File: src/rtl/branch_cmp_bht_if.sv
// Fetch-lookup and decode-resolve signals of branch_cmp_bht, bundled as one interface.
// master drives the fetch/decode inputs; slave is the resolver/predictor.
interface branch_cmp_bht_if #(
   parameter int WIDTH = 32
);
   logic [31:0]      pc_f;
   logic             pred_taken_f;
   logic             valid_d;
   logic             stall_d;
   logic             flush_d;
   logic [31:0]      pc_d;
   logic [5:0]       op_d;
   logic [4:0]       rt_d;
   logic [WIDTH-1:0] a_d;
   logic [WIDTH-1:0] b_d;
   logic             pred_d;
   logic             is_branch_d;
   logic             taken_d;
   logic             link_d;
   logic             mispredict_d;
   logic [31:0]      branch_cnt;
   logic [31:0]      mispred_cnt;

   modport master (
      output pc_f, valid_d, stall_d, flush_d, pc_d, op_d, rt_d, a_d, b_d, pred_d,
      input  pred_taken_f, is_branch_d, taken_d, link_d, mispredict_d,
             branch_cnt, mispred_cnt
   );

   modport slave (
      input  pc_f, valid_d, stall_d, flush_d, pc_d, op_d, rt_d, a_d, b_d, pred_d,
      output pred_taken_f, is_branch_d, taken_d, link_d, mispredict_d,
             branch_cnt, mispred_cnt
   );
endinterface

File: src/rtl/branch_cmp_bht.sv
// Decode-stage MIPS branch resolver with a bimodal 2-bit BHT and a one-cycle update pipeline.
// Optional branch/mispredict statistics counters are enabled by defining BRANCH_STATS_EN.
module branch_cmp_bht #(
   parameter int WIDTH     = 32,
   parameter int BHT_DEPTH = 64
) (
   input logic             clk,
   input logic             rst,
   branch_cmp_bht_if.slave bus
);
   localparam int IDX_W = $clog2(BHT_DEPTH);

   localparam logic [5:0] OP_REGIMM = 6'b000001;
   localparam logic [5:0] OP_BEQ    = 6'b000100;
   localparam logic [5:0] OP_BNE    = 6'b000101;
   localparam logic [5:0] OP_BLEZ   = 6'b000110;
   localparam logic [5:0] OP_BGTZ   = 6'b000111;
   localparam logic [4:0] RT_BLTZ   = 5'b00000;
   localparam logic [4:0] RT_BGEZ   = 5'b00001;
   localparam logic [4:0] RT_BLTZAL = 5'b10000;
   localparam logic [4:0] RT_BGEZAL = 5'b10001;

   function automatic logic [1:0] sat_next(input logic [1:0] ctr, input logic taken);
      if (taken) return (ctr == 2'b11) ? ctr : ctr + 2'b01;
      else       return (ctr == 2'b00) ? ctr : ctr - 2'b01;
   endfunction

   logic             is_branch;
   logic             taken;
   logic             link;
   logic             a_neg;
   logic             a_zero;
   logic             a_eq_b;
   logic             capture;
   logic             mispredict;

   logic [1:0]       bht [BHT_DEPTH];
   logic             upd_v;
   logic [IDX_W-1:0] upd_idx;
   logic             upd_taken;
   logic [1:0]       upd_next;
   logic [IDX_W-1:0] idx_f;
   logic [IDX_W-1:0] idx_d;
   logic [1:0]       ctr_f;

   assign a_neg  = bus.a_d[WIDTH-1];
   assign a_zero = (bus.a_d == '0);
   assign a_eq_b = (bus.a_d == bus.b_d);

   // NOTE: every output of a combinational block gets a default first, so no path leaves it unassigned and no latch is inferred.
   always_comb begin
      is_branch = 1'b0;
      taken     = 1'b0;
      link      = 1'b0;
      case (bus.op_d)
         OP_BEQ:  begin is_branch = 1'b1; taken = a_eq_b;            end
         OP_BNE:  begin is_branch = 1'b1; taken = ~a_eq_b;           end
         OP_BLEZ: begin is_branch = 1'b1; taken = a_neg | a_zero;    end
         OP_BGTZ: begin is_branch = 1'b1; taken = ~a_neg & ~a_zero;  end
         OP_REGIMM: begin
            case (bus.rt_d)
               RT_BLTZ:   begin is_branch = 1'b1; taken = a_neg;  end
               RT_BGEZ:   begin is_branch = 1'b1; taken = ~a_neg; end
               RT_BLTZAL: begin is_branch = 1'b1; taken = a_neg;  link = 1'b1; end
               RT_BGEZAL: begin is_branch = 1'b1; taken = ~a_neg; link = 1'b1; end
               default: ;
            endcase
         end
         default: ;
      endcase
   end

   assign capture    = bus.valid_d & is_branch & ~bus.stall_d & ~bus.flush_d;
   assign mispredict = capture & (taken != bus.pred_d);

   assign bus.is_branch_d  = is_branch;
   assign bus.taken_d      = taken;
   assign bus.link_d       = link;
   assign bus.mispredict_d = mispredict;

   assign idx_f    = bus.pc_f[IDX_W+1:2];
   assign idx_d    = bus.pc_d[IDX_W+1:2];
   assign upd_next = sat_next(bht[upd_idx], upd_taken);

   // Forward the pending update so fetch never sees a stale counter.
   assign ctr_f            = (upd_v && (idx_f == upd_idx)) ? upd_next : bht[idx_f];
   assign bus.pred_taken_f = ctr_f[1];

   // NOTE: the table is small flop storage, so it is reset to weak not-taken like any other state; a RAM-backed table could not be.
   // NOTE: sequential state uses non-blocking assignments so every flop samples pre-edge values.
   always_ff @(posedge clk) begin
      if (rst) begin
         for (int i = 0; i < BHT_DEPTH; i++) bht[i] <= 2'b01;
         upd_v     <= 1'b0;
         upd_idx   <= '0;
         upd_taken <= 1'b0;
      end else begin
         if (upd_v) bht[upd_idx] <= upd_next;
         upd_v     <= capture;
         upd_idx   <= idx_d;
         upd_taken <= taken;
      end
   end

`ifdef BRANCH_STATS_EN
   logic [31:0] branch_cnt_q;
   logic [31:0] mispred_cnt_q;

   always_ff @(posedge clk) begin
      if (rst) begin
         branch_cnt_q  <= '0;
         mispred_cnt_q <= '0;
      end else begin
         if (capture && (branch_cnt_q != '1))     branch_cnt_q  <= branch_cnt_q + 32'd1;
         if (mispredict && (mispred_cnt_q != '1)) mispred_cnt_q <= mispred_cnt_q + 32'd1;
      end
   end

   assign bus.branch_cnt  = branch_cnt_q;
   assign bus.mispred_cnt = mispred_cnt_q;
`else
   assign bus.branch_cnt  = '0;
   assign bus.mispred_cnt = '0;
`endif

   // PC bits outside the table index do not take part in prediction.
   logic unused_pc;
   assign unused_pc = &{1'b0, bus.pc_f[31:IDX_W+2], bus.pc_f[1:0],
                        bus.pc_d[31:IDX_W+2], bus.pc_d[1:0]};
endmodule

File: src/flat_wrapper.sv
// flat-port wrapper written by rule: the top's interface ports become plain ports
module branch_cmp_bht_flat 
#(
   parameter int WIDTH     = 32,
   parameter int BHT_DEPTH = 64
)
  (clk, rst, bus_pc_f, bus_valid_d, bus_stall_d, bus_flush_d, bus_pc_d, bus_op_d, bus_rt_d, bus_a_d, bus_b_d, bus_pred_d, bus_pred_taken_f, bus_is_branch_d, bus_taken_d, bus_link_d, bus_mispredict_d, bus_branch_cnt, bus_mispred_cnt);
  branch_cmp_bht_if #(.WIDTH(WIDTH)) bus_i ();
  input logic clk;
  input logic rst;
  input wire logic [$bits(bus_i.pc_f)-1:0] bus_pc_f;
  input wire logic [$bits(bus_i.valid_d)-1:0] bus_valid_d;
  input wire logic [$bits(bus_i.stall_d)-1:0] bus_stall_d;
  input wire logic [$bits(bus_i.flush_d)-1:0] bus_flush_d;
  input wire logic [$bits(bus_i.pc_d)-1:0] bus_pc_d;
  input wire logic [$bits(bus_i.op_d)-1:0] bus_op_d;
  input wire logic [$bits(bus_i.rt_d)-1:0] bus_rt_d;
  input wire logic [$bits(bus_i.a_d)-1:0] bus_a_d;
  input wire logic [$bits(bus_i.b_d)-1:0] bus_b_d;
  input wire logic [$bits(bus_i.pred_d)-1:0] bus_pred_d;
  output wire logic [$bits(bus_i.pred_taken_f)-1:0] bus_pred_taken_f;
  output wire logic [$bits(bus_i.is_branch_d)-1:0] bus_is_branch_d;
  output wire logic [$bits(bus_i.taken_d)-1:0] bus_taken_d;
  output wire logic [$bits(bus_i.link_d)-1:0] bus_link_d;
  output wire logic [$bits(bus_i.mispredict_d)-1:0] bus_mispredict_d;
  output wire logic [$bits(bus_i.branch_cnt)-1:0] bus_branch_cnt;
  output wire logic [$bits(bus_i.mispred_cnt)-1:0] bus_mispred_cnt;
  assign bus_i.pc_f = bus_pc_f;
  assign bus_i.valid_d = bus_valid_d;
  assign bus_i.stall_d = bus_stall_d;
  assign bus_i.flush_d = bus_flush_d;
  assign bus_i.pc_d = bus_pc_d;
  assign bus_i.op_d = bus_op_d;
  assign bus_i.rt_d = bus_rt_d;
  assign bus_i.a_d = bus_a_d;
  assign bus_i.b_d = bus_b_d;
  assign bus_i.pred_d = bus_pred_d;
  assign bus_pred_taken_f = bus_i.pred_taken_f;
  assign bus_is_branch_d = bus_i.is_branch_d;
  assign bus_taken_d = bus_i.taken_d;
  assign bus_link_d = bus_i.link_d;
  assign bus_mispredict_d = bus_i.mispredict_d;
  assign bus_branch_cnt = bus_i.branch_cnt;
  assign bus_mispred_cnt = bus_i.mispred_cnt;
  branch_cmp_bht #(.WIDTH(WIDTH), .BHT_DEPTH(BHT_DEPTH)) u_core (.clk(clk), .rst(rst), .bus(bus_i));
endmodule
File: config.mk
export PLATFORM = sky130hd
export DESIGN_NAME = branch_cmp_bht_flat
export DESIGN_NICKNAME = d
export VERILOG_FILES = /design/src/rtl/branch_cmp_bht_if.sv /design/src/rtl/branch_cmp_bht.sv /design/src/flat_wrapper.sv
export SDC_FILE = /design/constraint.sdc
export NUM_CORES = 1
export LEC_CHECK = 0
export ABC_AREA = 1
export CAP_MARGIN = 20
export CORE_MARGIN = 2
export CORE_UTILIZATION = 46
export DETAILED_ROUTE_END_ITERATION = 8
export HOLD_SLACK_MARGIN = 0.05
export PLACE_DENSITY = 0.77
export REMOVE_ABC_BUFFERS = 1
export SKIP_LAST_GASP = 1
export SLEW_MARGIN = 20
export SYNTH_ARGS = -nofsm -noshare
export SYNTH_HDL_FRONTEND = slang
export SYNTH_SLANG_ARGS = --single-unit
File: constraint.sdc
create_clock -name clk -period 3.35 [get_ports clk]
set_input_delay 1.005 -clock clk [delete_from_list [all_inputs] [get_ports clk]]
set_output_delay 1.005 -clock clk [all_outputs]
set_load 0.1 [all_outputs]
==> results.md <==
- Hold path startpoint: u_core.upd_idx[2]$_SDFF_PP0_
- Layout filler cell count: 1736
- Min-delay worst type: reg -> reg
- CP required: 2.34 ns
- CTS tree: yes
- WS Path Type: in -> out
- Antenna Cells: 0
- Max frequency: 0.293 GHz
- Most frequent cells in the layout: nand2_1, nor2_1, inv_1
- Crit start category: primary input
- Clock Path Buffers: 2
- Worst Reg-to-Reg Cells: 12
- Clock Root Buffer: clkbuf_16
- Pleak: 0.00485 uW
- Dpl ws: -0.565 ns
- Final Util: 58.3%
- Adder-Cell Fraction of Synth Area: 0%
- DR vias/cell: 5.15
- Die width: 145 um
- Synth unique cells: 31
- Layout cells sized above 1: 17.2%
- Post-synthesis cell count: 1291
- Clock Sinks: 136
- DIE AREA: 21100 um2
- Reg2Reg Setup Slack: 0.64 ns
- Largest family of logic cells by synthesized area: simple AND/OR/NAND/NOR gates
- # setup viols final: 2
- Routed vias: 8787
- Clock Skew: 0.00753 ns
- Critical Path End Type: output port
- Final Critical Period: 3.41 ns
- Max Slew Vio Count: 0
- RR Endpoint: u_core.bht[53][0]$_SDFFCE_PN1P_
- Cts bufs inserted: 17
- Maximum VDD drop: 302 uV
- Post-Synth XOR/XNOR Area: 3.24%
- Largest net degree at the start of global routing: 65
- Reg area: 4010 um2
- Sequential fraction of the synthesis area: 43.5%
- Slew at the pin closest to its max-slew limit: 0.790 ns
- Multiplexer share of the synthesized area: 0%
- Synth Area in Compound Gates: 4.50%
- GPL Wtd Cong: 0.980
- Rows: 51
- Hold Crit Depth: 5
- RSZ-0062 raised after global routing: true
- Initial DRC Count: 918
- Commonest non-fill, non-tap cell in the layout: nand2_1
- Hold Path Sink: u_core.bht[23][0]$_SDFFCE_PN1P_
- Failing checks: negative setup slack
- Drt first pass iters: 5
- Hold Buf Count CTS: 0
- Syn avg cell area: 7.12 um2
- M1 WL: 10.0 mm
- Max_cap viols: 0
- Final Hold Viols: 0
- Starting Density: 47.1%
- DP Cell Count: 1653
- Fin crit share: 102%
- Non-filler instance count after layout: 1705
- WL final: 27.3 mm
- WL/cell: 16.0 um
- H-tree levels: 4
- Gr ovfl total: 0
- Initial antenna violation count: 0
- Synth warn: 0
- Area Growth Syn to Fin: 23.9%
- Power Dens Cells: 440 nW/um2
- Global-route wire length before repair: 41.9 mm
- Clock transition at path regs: 0.06 ns
- Ports: 214
- Routed wl met2: 13.7 mm
- Clk Latency, worst-skew pair: 0.43 ns
- FF+latch count, synth: 136
- Tot Pwr: 5010 uW
- Fin worst setup slack: -0.0597 ns
- Total track usage: 25.5%
- Routed Antenna Nets: 0
- Crit path DAT: 2.40 ns
- DR WL met3: 2.57 mm
- Core area: 19500 um2
- Area of the multi-input gates: 4170 um2
- Max transition margin: 47.3%
- Status: finished with violations
- Vias in the first global route: 8480
- FF-to-FF Start: u_core.upd_idx[1]$_SDFF_PP0_
- Final Net Count: 1572
- Worst-path fanout max: 3
- Max layer used: met4
- Simple-gate share of the synthesized area: 32.2%
- WHS: 0.868 ns
- Dpl hpwl: 18.2 mm
- Die Height: 145 um
- Synthesized cell area: 9200 um2
- Residual DRC: 0
- I/O Buffers: 97
cell usage after synthesis, drive strengths merged:
cell    number  share of area [%]
nand3b       2               0.20
dfxtp        8                1.7
o22ai        2               0.14
clkinv       1              0.041
inv        184                7.5
o21ai       41                2.2
or2          1              0.068
nor2       197                8.1
xnor2       32                3.0
edfxtp     128                 42
nor4         1              0.068
o221ai       1              0.095
nand2      397                 16
xor2         2               0.19
nand4        1              0.068
clkbuf      18               0.73
o211ai       3               0.24
conb         1              0.041
a21oi       33                1.8
nor3        10               0.54
nand3      125                6.8
buf        103                8.2
flip-flops by register name (all words and copies together) (netlist names):
name,flops
u_core.upd_idx,6
u_core.bht,128
u_core.upd_taken,1
u_core.upd_v,1
report_power, final:
| group | total [uW] | internal [uW] | leakage (uW) | switching, uW |
|---|---|---|---|---|
| logic | 1100 | 310 | 0.00338 | 786 |
| registers | 1900 | 1890 | 0.00117 | 19.7 |
| clock network | 2010 | 1310 | 0.000304 | 700 |
routing by layer:
metal  track usage, %  up-vias
met1             30.1     4012
met5                0        -
met3             4.80       72
li1                 -     4174
met2             44.7      529
met4             12.5        0
critical path, stage by stage:
cell	delay (ns)
buf_2	0.11
nor2_1	0.10
nand2_1	0.07
nor2_2	0.13
nand4_1	0.15
buf_4	0.17
a21oi_2	0.13
nor2_2	0.07
nand3b_1	0.08
nand2_1	0.06
nor2_2	0.13
buf_12	0.19
logic make-up after synthesis:
family,Yosys count
flops,136
other cells,1
buf+inv,306
simple gates,734
compound gates,80
xor+xnor,34
repair_timing:
action	in CTS	in global routing
pin swaps	112	57
buffers inserted	13	5
resized for setup	309	62
setup endpoints to repair	5	4
gates cloned	1	2
stage by stage:
step                cell area (um2)  TNS (ns)
CTS                           11200   -0.0980
floorplan                      8610   -156.97
finish                        11400    -0.112
global placement              10500     -1.72
detailed placement            10500     -1.80
global route                  11400    -0.300
area by class of cell:
| cell class | instances | share of cell area [%] |
|---|---|---|
| Inverter | 185 | 6.28 |
| Multi-Input combinational cell | 912 | 36.6 |
| Tap cell | 265 | 2.91 |
| Timing Repair Buffer | 175 | 13.6 |
| Sequential cell | 136 | 35.2 |
| Clock buffer | 21 | 3.87 |
| Clock inverter | 11 | 1.56 |
worst max-delay path by stage:
stage | start | to | slack (ns) | depth (start not counted)
2_1_floorplan | u_core.upd_idx[0]$_SDFF_PP0_ | bus_pred_taken_f | -2.36 | 11
3_3_place_gp | bus_a_d[6] | bus_mispredict_d | -0.56 | 14
3_5_place_dp | bus_a_d[6] | bus_mispredict_d | -0.56 | 14
4_1_cts | bus_a_d[6] | bus_mispredict_d | -0.06 | 14
5_1_grt | u_core.upd_idx[0]$_SDFF_PP0_ | bus_pred_taken_f | -0.15 | 18
6_report | bus_a_d[17] | bus_mispredict_d | -0.06 | 12
Power figures use the tool's default switching activity.
